<file path="src/rtl/md_issue_stage_if.sv">
// Interface for the D/E issue stage of the HI/LO multiply-divide path.
// The pipeline side (master) drives the decoded D-stage instruction, its
// forwarded operands and the hazard/busy inputs. The issue stage (slave)
// returns the E-stage register contents, the start strobe, the D-stage
// stall request and the stall-cycle counter.
interface md_issue_stage_if #(
   parameter int CNT_W = 16
);

   // D-stage side: instruction, operands and the hazard inputs.
   logic             d_valid;
   logic [31:0]      d_ir;
   logic [31:0]      d_rs_val;
   logic [31:0]      d_rt_val;
   logic             hz_stall_other;
   logic             md_busy;

   // E-stage side: register contents handed to the multiply/divide unit.
   logic [31:0]      e_ir;
   logic [31:0]      e_srca;
   logic [31:0]      e_srcb;
   logic             e_valid;
   logic             md_start;

   // Pipeline control and the stall-cycle counter.
   logic             d_stall;
   logic [CNT_W-1:0] md_stall_cnt;

   // Pipeline / environment view.
   modport master (
      output d_valid,
      output d_ir,
      output d_rs_val,
      output d_rt_val,
      output hz_stall_other,
      output md_busy,
      input  e_ir,
      input  e_srca,
      input  e_srcb,
      input  e_valid,
      input  md_start,
      input  d_stall,
      input  md_stall_cnt
   );

   // Issue-stage view.
   modport slave (
      input  d_valid,
      input  d_ir,
      input  d_rs_val,
      input  d_rt_val,
      input  hz_stall_other,
      input  md_busy,
      output e_ir,
      output e_srca,
      output e_srcb,
      output e_valid,
      output md_start,
      output d_stall,
      output md_stall_cnt
   );

endinterface

</file>
<file path="src/rtl/md_issue_stage.sv">
// D/E pipeline register and issue controller for the HI/LO multiply-divide
// path. Latches the D-stage instruction and forwarded operands into E,
// produces the one-cycle start strobe for mult/multu/div/divu, holds any
// HI/LO instruction in D while a computation is still pending, and counts
// the cycles spent in that hazard with a saturating counter.
module md_issue_stage #(
   parameter int CNT_W = 16
) (
   input  logic              clk,
   input  logic              reset,
   md_issue_stage_if.slave   bus
);

   // SPECIAL opcode and the HI/LO related funct codes.
   localparam logic [5:0] OP_SPECIAL = 6'b000000;
   localparam logic [5:0] FN_MFHI    = 6'h10;
   localparam logic [5:0] FN_MTHI    = 6'h11;
   localparam logic [5:0] FN_MFLO    = 6'h12;
   localparam logic [5:0] FN_MTLO    = 6'h13;
   localparam logic [5:0] FN_MULT    = 6'h18;
   localparam logic [5:0] FN_MULTU   = 6'h19;
   localparam logic [5:0] FN_DIV     = 6'h1A;
   localparam logic [5:0] FN_DIVU    = 6'h1B;

   localparam logic [CNT_W-1:0] CNT_ONE = {{(CNT_W-1){1'b0}}, 1'b1};
   localparam logic [CNT_W-1:0] CNT_MAX = {CNT_W{1'b1}};

   // Decoded D-stage fields.
   logic [5:0]       d_op;
   logic [5:0]       d_fn;
   logic             d_is_start;
   logic             d_is_md;

   // Hazard terms.
   logic             d_md;
   logic             md_pending;
   logic             md_hazard;
   logic             stall;

   // E-stage register state.
   logic [31:0]      ir_q;
   logic [31:0]      srca_q;
   logic [31:0]      srcb_q;
   logic             valid_q;
   logic             start_q;

   // Saturating stall-cycle counter.
   logic [CNT_W-1:0] cnt_q;

   assign d_op = bus.d_ir[31:26];
   assign d_fn = bus.d_ir[5:0];

   // Classify the D-stage instruction: start class kicks off a computation,
   // MD class is anything that touches HI/LO (start class included).
   always_comb begin
      d_is_start = 1'b0;
      d_is_md    = 1'b0;
      if (d_op == OP_SPECIAL) begin
         unique case (d_fn)
            FN_MULT, FN_MULTU, FN_DIV, FN_DIVU: begin
               d_is_start = 1'b1;
               d_is_md    = 1'b1;
            end
            FN_MFHI, FN_MTHI, FN_MFLO, FN_MTLO: begin
               d_is_md    = 1'b1;
            end
            default: begin
               d_is_start = 1'b0;
               d_is_md    = 1'b0;
            end
         endcase
      end
   end

   // HI/LO hazard: a computation is pending either because the unit reports
   // Busy or because the start strobe is out this cycle and Busy has not yet
   // risen. Any real HI/LO instruction in D must wait for it.
   always_comb begin
      d_md       = bus.d_valid & d_is_md;
      md_pending = bus.md_busy | start_q;
      md_hazard  = d_md & md_pending;
      stall      = bus.hz_stall_other | md_hazard;
   end

   // E-stage register: a stall or an empty D stage inserts a bubble,
   // otherwise the D-stage instruction and its operands move into E and the
   // start strobe fires for one cycle if it is a mult/multu/div/divu.
   always_ff @(posedge clk or negedge reset) begin
      if (!reset) begin
         ir_q    <= 32'h0;
         srca_q  <= 32'h0;
         srcb_q  <= 32'h0;
         valid_q <= 1'b0;
         start_q <= 1'b0;
      end else if (stall || !bus.d_valid) begin
         ir_q    <= 32'h0;
         srca_q  <= 32'h0;
         srcb_q  <= 32'h0;
         valid_q <= 1'b0;
         start_q <= 1'b0;
      end else begin
         ir_q    <= bus.d_ir;
         srca_q  <= bus.d_rs_val;
         srcb_q  <= bus.d_rt_val;
         valid_q <= 1'b1;
         start_q <= d_is_start;
      end
   end

   // Count cycles lost to the HI/LO hazard, sticking at all-ones instead of
   // wrapping so a long run never reads back as a small number.
   always_ff @(posedge clk or negedge reset) begin
      if (!reset) begin
         cnt_q <= '0;
      end else if (md_hazard && (cnt_q != CNT_MAX)) begin
         cnt_q <= cnt_q + CNT_ONE;
      end
   end

   assign bus.e_ir         = ir_q;
   assign bus.e_srca       = srca_q;
   assign bus.e_srcb       = srcb_q;
   assign bus.e_valid      = valid_q;
   assign bus.md_start     = start_q;
   assign bus.d_stall      = stall;
   assign bus.md_stall_cnt = cnt_q;

endmodule

</file>
<file path="src/flat_wrapper.sv">
// flat-port wrapper written by rule: the top's interface ports become plain ports
module md_issue_stage_flat 
#(
   parameter int CNT_W = 16
)
  (clk, reset, bus_d_valid, bus_d_ir, bus_d_rs_val, bus_d_rt_val, bus_hz_stall_other, bus_md_busy, bus_e_ir, bus_e_srca, bus_e_srcb, bus_e_valid, bus_md_start, bus_d_stall, bus_md_stall_cnt);
  md_issue_stage_if #(.CNT_W(CNT_W)) bus_i ();
  input  logic clk;
  input  logic reset;
  input wire logic [$bits(bus_i.d_valid)-1:0] bus_d_valid;
  input wire logic [$bits(bus_i.d_ir)-1:0] bus_d_ir;
  input wire logic [$bits(bus_i.d_rs_val)-1:0] bus_d_rs_val;
  input wire logic [$bits(bus_i.d_rt_val)-1:0] bus_d_rt_val;
  input wire logic [$bits(bus_i.hz_stall_other)-1:0] bus_hz_stall_other;
  input wire logic [$bits(bus_i.md_busy)-1:0] bus_md_busy;
  output wire logic [$bits(bus_i.e_ir)-1:0] bus_e_ir;
  output wire logic [$bits(bus_i.e_srca)-1:0] bus_e_srca;
  output wire logic [$bits(bus_i.e_srcb)-1:0] bus_e_srcb;
  output wire logic [$bits(bus_i.e_valid)-1:0] bus_e_valid;
  output wire logic [$bits(bus_i.md_start)-1:0] bus_md_start;
  output wire logic [$bits(bus_i.d_stall)-1:0] bus_d_stall;
  output wire logic [$bits(bus_i.md_stall_cnt)-1:0] bus_md_stall_cnt;
  assign bus_i.d_valid = bus_d_valid;
  assign bus_i.d_ir = bus_d_ir;
  assign bus_i.d_rs_val = bus_d_rs_val;
  assign bus_i.d_rt_val = bus_d_rt_val;
  assign bus_i.hz_stall_other = bus_hz_stall_other;
  assign bus_i.md_busy = bus_md_busy;
  assign bus_e_ir = bus_i.e_ir;
  assign bus_e_srca = bus_i.e_srca;
  assign bus_e_srcb = bus_i.e_srcb;
  assign bus_e_valid = bus_i.e_valid;
  assign bus_md_start = bus_i.md_start;
  assign bus_d_stall = bus_i.d_stall;
  assign bus_md_stall_cnt = bus_i.md_stall_cnt;
  md_issue_stage #(.CNT_W(CNT_W)) u_core (.clk(clk), .reset(reset), .bus(bus_i));
endmodule
</file>
<file path="config.mk">
export PLATFORM = sky130hd
export DESIGN_NAME = md_issue_stage_flat
export DESIGN_NICKNAME = d
export VERILOG_FILES = /design/src/rtl/md_issue_stage_if.sv /design/src/rtl/md_issue_stage.sv /design/src/flat_wrapper.sv
export SDC_FILE = /design/constraint.sdc
export NUM_CORES = 1
export LEC_CHECK = 0
export CAP_MARGIN = 20
export CORE_ASPECT_RATIO = 1.1
export CORE_MARGIN = 4
export CORE_UTILIZATION = 42
export CTS_BUF_LIST = sky130_fd_sc_hd__clkbuf_8 sky130_fd_sc_hd__clkbuf_16
export DETAILED_ROUTE_END_ITERATION = 12
export HOLD_SLACK_MARGIN = 0.02
export PLACE_DENSITY = 0.86
export SLEW_MARGIN = 20
export SYNTH_ARGS = -nofsm -noshare
export SYNTH_HDL_FRONTEND = slang
export SYNTH_SLANG_ARGS = --single-unit
</file>
<file path="constraint.sdc">
create_clock -name clk -period 3.2 [get_ports clk]
set_input_delay 0.8 -clock clk [delete_from_list [all_inputs] [get_ports clk]]
set_output_delay 0.8 -clock clk [all_outputs]
set_load 0.05 [all_outputs]
</file>
* Word level (Yosys, flattened, before mapping)
Index checks and enable logic that the tools add are counted.
Operators by class: multiplexer cells 9, reduce and logical (&&, ||, !) cells 6, bitwise operators 4, $add $sub $neg 1, equal/unequal tests 9
Operators with widths (number):
- $mux 32 | 3
- $eq 6x5->1 const B | 8
- $add 16x1->16 const B | 1
- $ne 16x16->1 const B | 1
- $reduce_or 8->1 | 1
- $logic_not 6->1 | 1
- $mux 1 | 6
- $reduce_or 4->1 | 1
- $and 1x1->1 | 2
- $or 1x1->1 | 2
- $logic_and 1x1->1 | 1
- $logic_not 1->1 | 1
- $logic_or 1x1->1 | 1
Word-level totals: input port bits 101, bits in registers 114, output and inout port bits 115, logic and storage cells 35

* Logic depth before layout (Yosys ltp)
depth after elaboration 9, depth in mapped cells 6, gate-level depth less buffers 6

* Worst setup path before layout
Ideal clock, no wire load.
path kind input -> output, start point input port bus_d_ir[29], end point output port bus_d_stall, cell stages on the path 3, data arrival time 1.754 ns, setup slack 0.646 ns, buffers on the path 0, cell sequence nor4_4 > o2111a_2 > a21o_1
On the way: cells in the longest elaborated chain, start to end 5
Ends and longest elaborated chain:
- start: declaration | line flat_wrapper.sv:11 | input wire logic [$bits(bus_i.d_ir)-1:0] bus_d_ir;
- $logic_not 6->1 | line md_issue_stage.sv:58 | if (d_op == OP_SPECIAL) begin
- $mux 1 | line md_issue_stage.sv:58
- $and 1x1->1 | line md_issue_stage.sv:79 | d_md = bus.d_valid & d_is_md;
- $and 1x1->1 | line md_issue_stage.sv:81 | md_hazard = d_md & md_pending;
- $or 1x1->1 | line md_issue_stage.sv:82 | stall = bus.hz_stall_other | md_hazard;
- end: declaration | line flat_wrapper.sv:21 | output wire logic [$bits(bus_i.d_stall)-1:0] bus_d_stall;
No other way between the ends.

* Worst setup path in the final report
Same ends and word-level chain as after synthesis.

==> flow_metrics.py <==
metrics = {
    "finish": {
        "synthToLayoutAreaGrowth_pct": 71.0,
        "n_antenna_cell": 0,
        "finalInstanceArea_um2": 6840,
        "layout.nets": 613,
        "fillCellCount": 613,
        "drive_gt1_share_pct": 8.59,
    },
    "timing": {
        "tns_ns": 0,
        "tightestPinTransition_ns": 0.720,
        "finalHoldViolCount": 0,
        "max_freq_mhz": 330,
        "finalCritPeriodShare_pct": 94.8,
        "maxSlewHeadroom_pct": 52.0,
        "setup_viol": 0,
        "rsz0062_at_grt": "false",
        "slew_viol_final": 0,
        "whs_ns": 0.331,
        "fin_skew_ns": 0.00635,
        "fin_crit_ns": 3.03,
    },
    "pwr": {
        "powerDensity_nw_per_um2": 546,
        "peakVddDrop_mv": 0.315,
        "leakage_uw": 0.00308,
    },
    "logic_synthesis": {
        "syn_avg_cell_area_um2": 14.1,
        "synth-edff-count": 0,
        "ys_top_cells_by_area": "dfrtp_1 71%, and2_1 15%, xnor2_1 2.0%",
        "ys_async_sr_fraction_pct": 100,
        "synth-seq-area-share_pct": 71.3,
        "synth_seq_cells": 114,
        "yosysMostFrequentCell": "dfrtp_1",
        "synth_top_area_share_pct": 71.3,
        "ys_types": 31,
        "synth_fp_nets": 385,
        "synth_common_cells": "114 x dfrtp_1, 98 x and2_1, 9 x xnor2_1",
        "ys.flop_type": "dfrtp_1",
        "syn_inst": 283,
        "synth_top_area_cell": "dfrtp_1",
        "synth_area_um2": 4000,
        "yosysWarnings": 0,
    },
    "clock_tree": {
        "cts_num_sinks": 114,
        "cts_inserted_buffers": 17,
        "cts_setup_buffers": 0,
        "cts_buffer_depth": 2,
        "clock_tree.root_cell": "clkbuf_8",
        "path_clk_slew_ns": 0.06,
        "cts_tree": "done",
        "holdBufCountCts": 0,
        "cts_resized": 0,
        "clock_latency_ns": 0.51,
        "htreeDepth": 4,
    },
    "floorplanning": {
        "io_pins": 216,
        "coreArea_um2": 9350,
        "die_height_um": 110,
        "start_util_pct": 42.8,
        "die-area_um2": 11200,
        "rows": 37,
        "die_width_um": 101,
    },
    "drt": {
        "totalWireLength_um": 10700,
        "drtPass1Iterations": 4,
        "vias_per_cell": 4.53,
        "drc": 0,
        "drt_iter0_drc": 61,
        "wl_per_cell_um": 16.6,
        "ant_nets": 0,
        "vias": 2906,
    },
    "setup_path": {
        "critPathMaxStageDelay_ns": 0.46,
        "timing.rr.start": "u_core.bus.md_start$_DFF_PN0_",
        "path_max_fanout": 4,
        "cp_slowest_cell": "clkdlybuf4s50_1",
        "rr_worst_depth": 5,
        "cp.buffers_inverters": 2,
        "critPathTopFamily": "buffers and inverters",
        "path_class": "input pin to primary output",
        "r2r-end": "u_core.bus.e_srca[1]$_DFF_PN0_",
        "start_kind": "input pin",
        "worstPathCellList": "clkdlybuf4s50_1 > nor4_4 > o2111a_2 > a21o_1 > buf_12",
        "cp.required_ns": 2.40,
        "regToRegSetupSlack_ns": 0.97,
        "critical_path_arrival_ns": 2.23,
        "crit_path_end_kind": "primary output",
    },
    "outcome": {
        "outcome": "finished, final reports clean",
    },
    "global_routing": {
        "grt_max_degree": 62,
        "grt_use_total_pct": 19.9,
        "grt_antenna_before_repair": 0,
        "grt_pass1_wl_um": 16400,
        "overflow": 0,
        "grt_pass1_vias": 3099,
    },
    "hold_path": {
        "worstHoldPathType": "input pin to async pin",
    },
    "flow_run": {
        "drv_cap": 0,
    },
    "placed_design": {
        "io_buffers": 215,
        "place.gp.congestion": 0.779,
        "hpwlAfterDp_um": 8090,
        "dpl_cell_area_um2": 6280,
    },
}
cell type report:
cell class	instances	area [um^2]	share of cell area [%]
Sequential cell	114	2850	41.7
Tap cell	117	146	2.14
Clock buffer	19	442	6.45
Clock inverter	13	120	1.76
Timing Repair Buffer	219	2200	32.2
Multi-Input combinational cell	158	1080	15.7
Inverter	1	3.75	0.0549
through the flow:
step,utilization [%],power (uW),setup slack [ns],cells
3_3_place_gp,67.2,2010,0.107,609
5_1_grt,73.2,3880,0.0906,641
2_1_floorplan,-,1750,0.646,283
6_report,73.2,3740,0.166,641
4_1_cts,73.2,3780,0.139,641
3_5_place_dp,67.2,2020,0.0232,609
metal layers:
| layer | share of wire (%) | up-vias | wire length, um | global-route usage [%] |
|---|---|---|---|---|
| met5 | 0 | - | 0 | 0 |
| met4 | 2.3 | 0 | 248 | 9.12 |
| met2 | 52 | 142 | 5530 | 33.8 |
| met1 | 35 | 1385 | 3780 | 21.5 |
| met3 | 10 | 19 | 1100 | 8.43 |
| li1 | - | 1360 | - | - |
cell usage in the layout (no fill, tap or decap), types with 2 or more instances in the layout:
cell type / n
clkdlybuf4s50_1: 213
dfrtp_1: 114
and2_1: 98
clkbuf_16: 16
xnor2_1: 9
nand4_1: 8
nand3_1: 6
nand2_1: 6
nor2_1: 5
clkinv_2: 5
inv_1: 4
xor2_1: 4
buf_4: 4
and3_1: 3
clkbuf_8: 3
mux2_2: 2
clkinvlp_4: 2
bufinv_16: 2
buf_12: 2
logic make-up after synthesis:
group | count (synthesis) | share of synthesized area (%)
and+or+nand+nor | 137 | 21.7
DFF | 114 | 71.3
xor gates and xnor gates | 13 | 2.84
buffers and inverters | 11 | 2.00
AOI/OAI and AO/OA | 4 | 1.06
muxes | 3 | 0.844
adders and majority gates | 1 | 0.313
state kept, by name (all words and copies together), names as in the netlist:
register,flops
u_core.bus.md_start,1
u_core.bus.e_valid,1
u_core.bus.e_srcb,32
u_core.bus.e_srca,32
u_core.bus.md_stall_cnt,16
u_core.bus.e_ir,32
how the worst max path moves through the flow:
stage / from / end / cells after the start
finish: bus_d_ir[29] / bus_d_stall / 5
detailed placement: bus_d_ir[28] / u_core.bus.e_srcb[10]$_DFF_PN0_ / 7
floorplan: bus_d_ir[29] / bus_d_stall / 3
global placement: bus_d_ir[29] / u_core.bus.e_ir[28]$_DFF_PN0_ / 7
global route: bus_d_ir[29] / bus_d_stall / 5
CTS: bus_d_ir[29] / bus_d_stall / 5
where the power goes:
group          internal [uW]  leakage (uW)  switching [uW]  total (uW)
sequential              1490       0.00154            13.9        1500
clock                   1130      0.000287             613        1740
combinational            216       0.00126             273         488
Power figures use the tool's default switching activity.
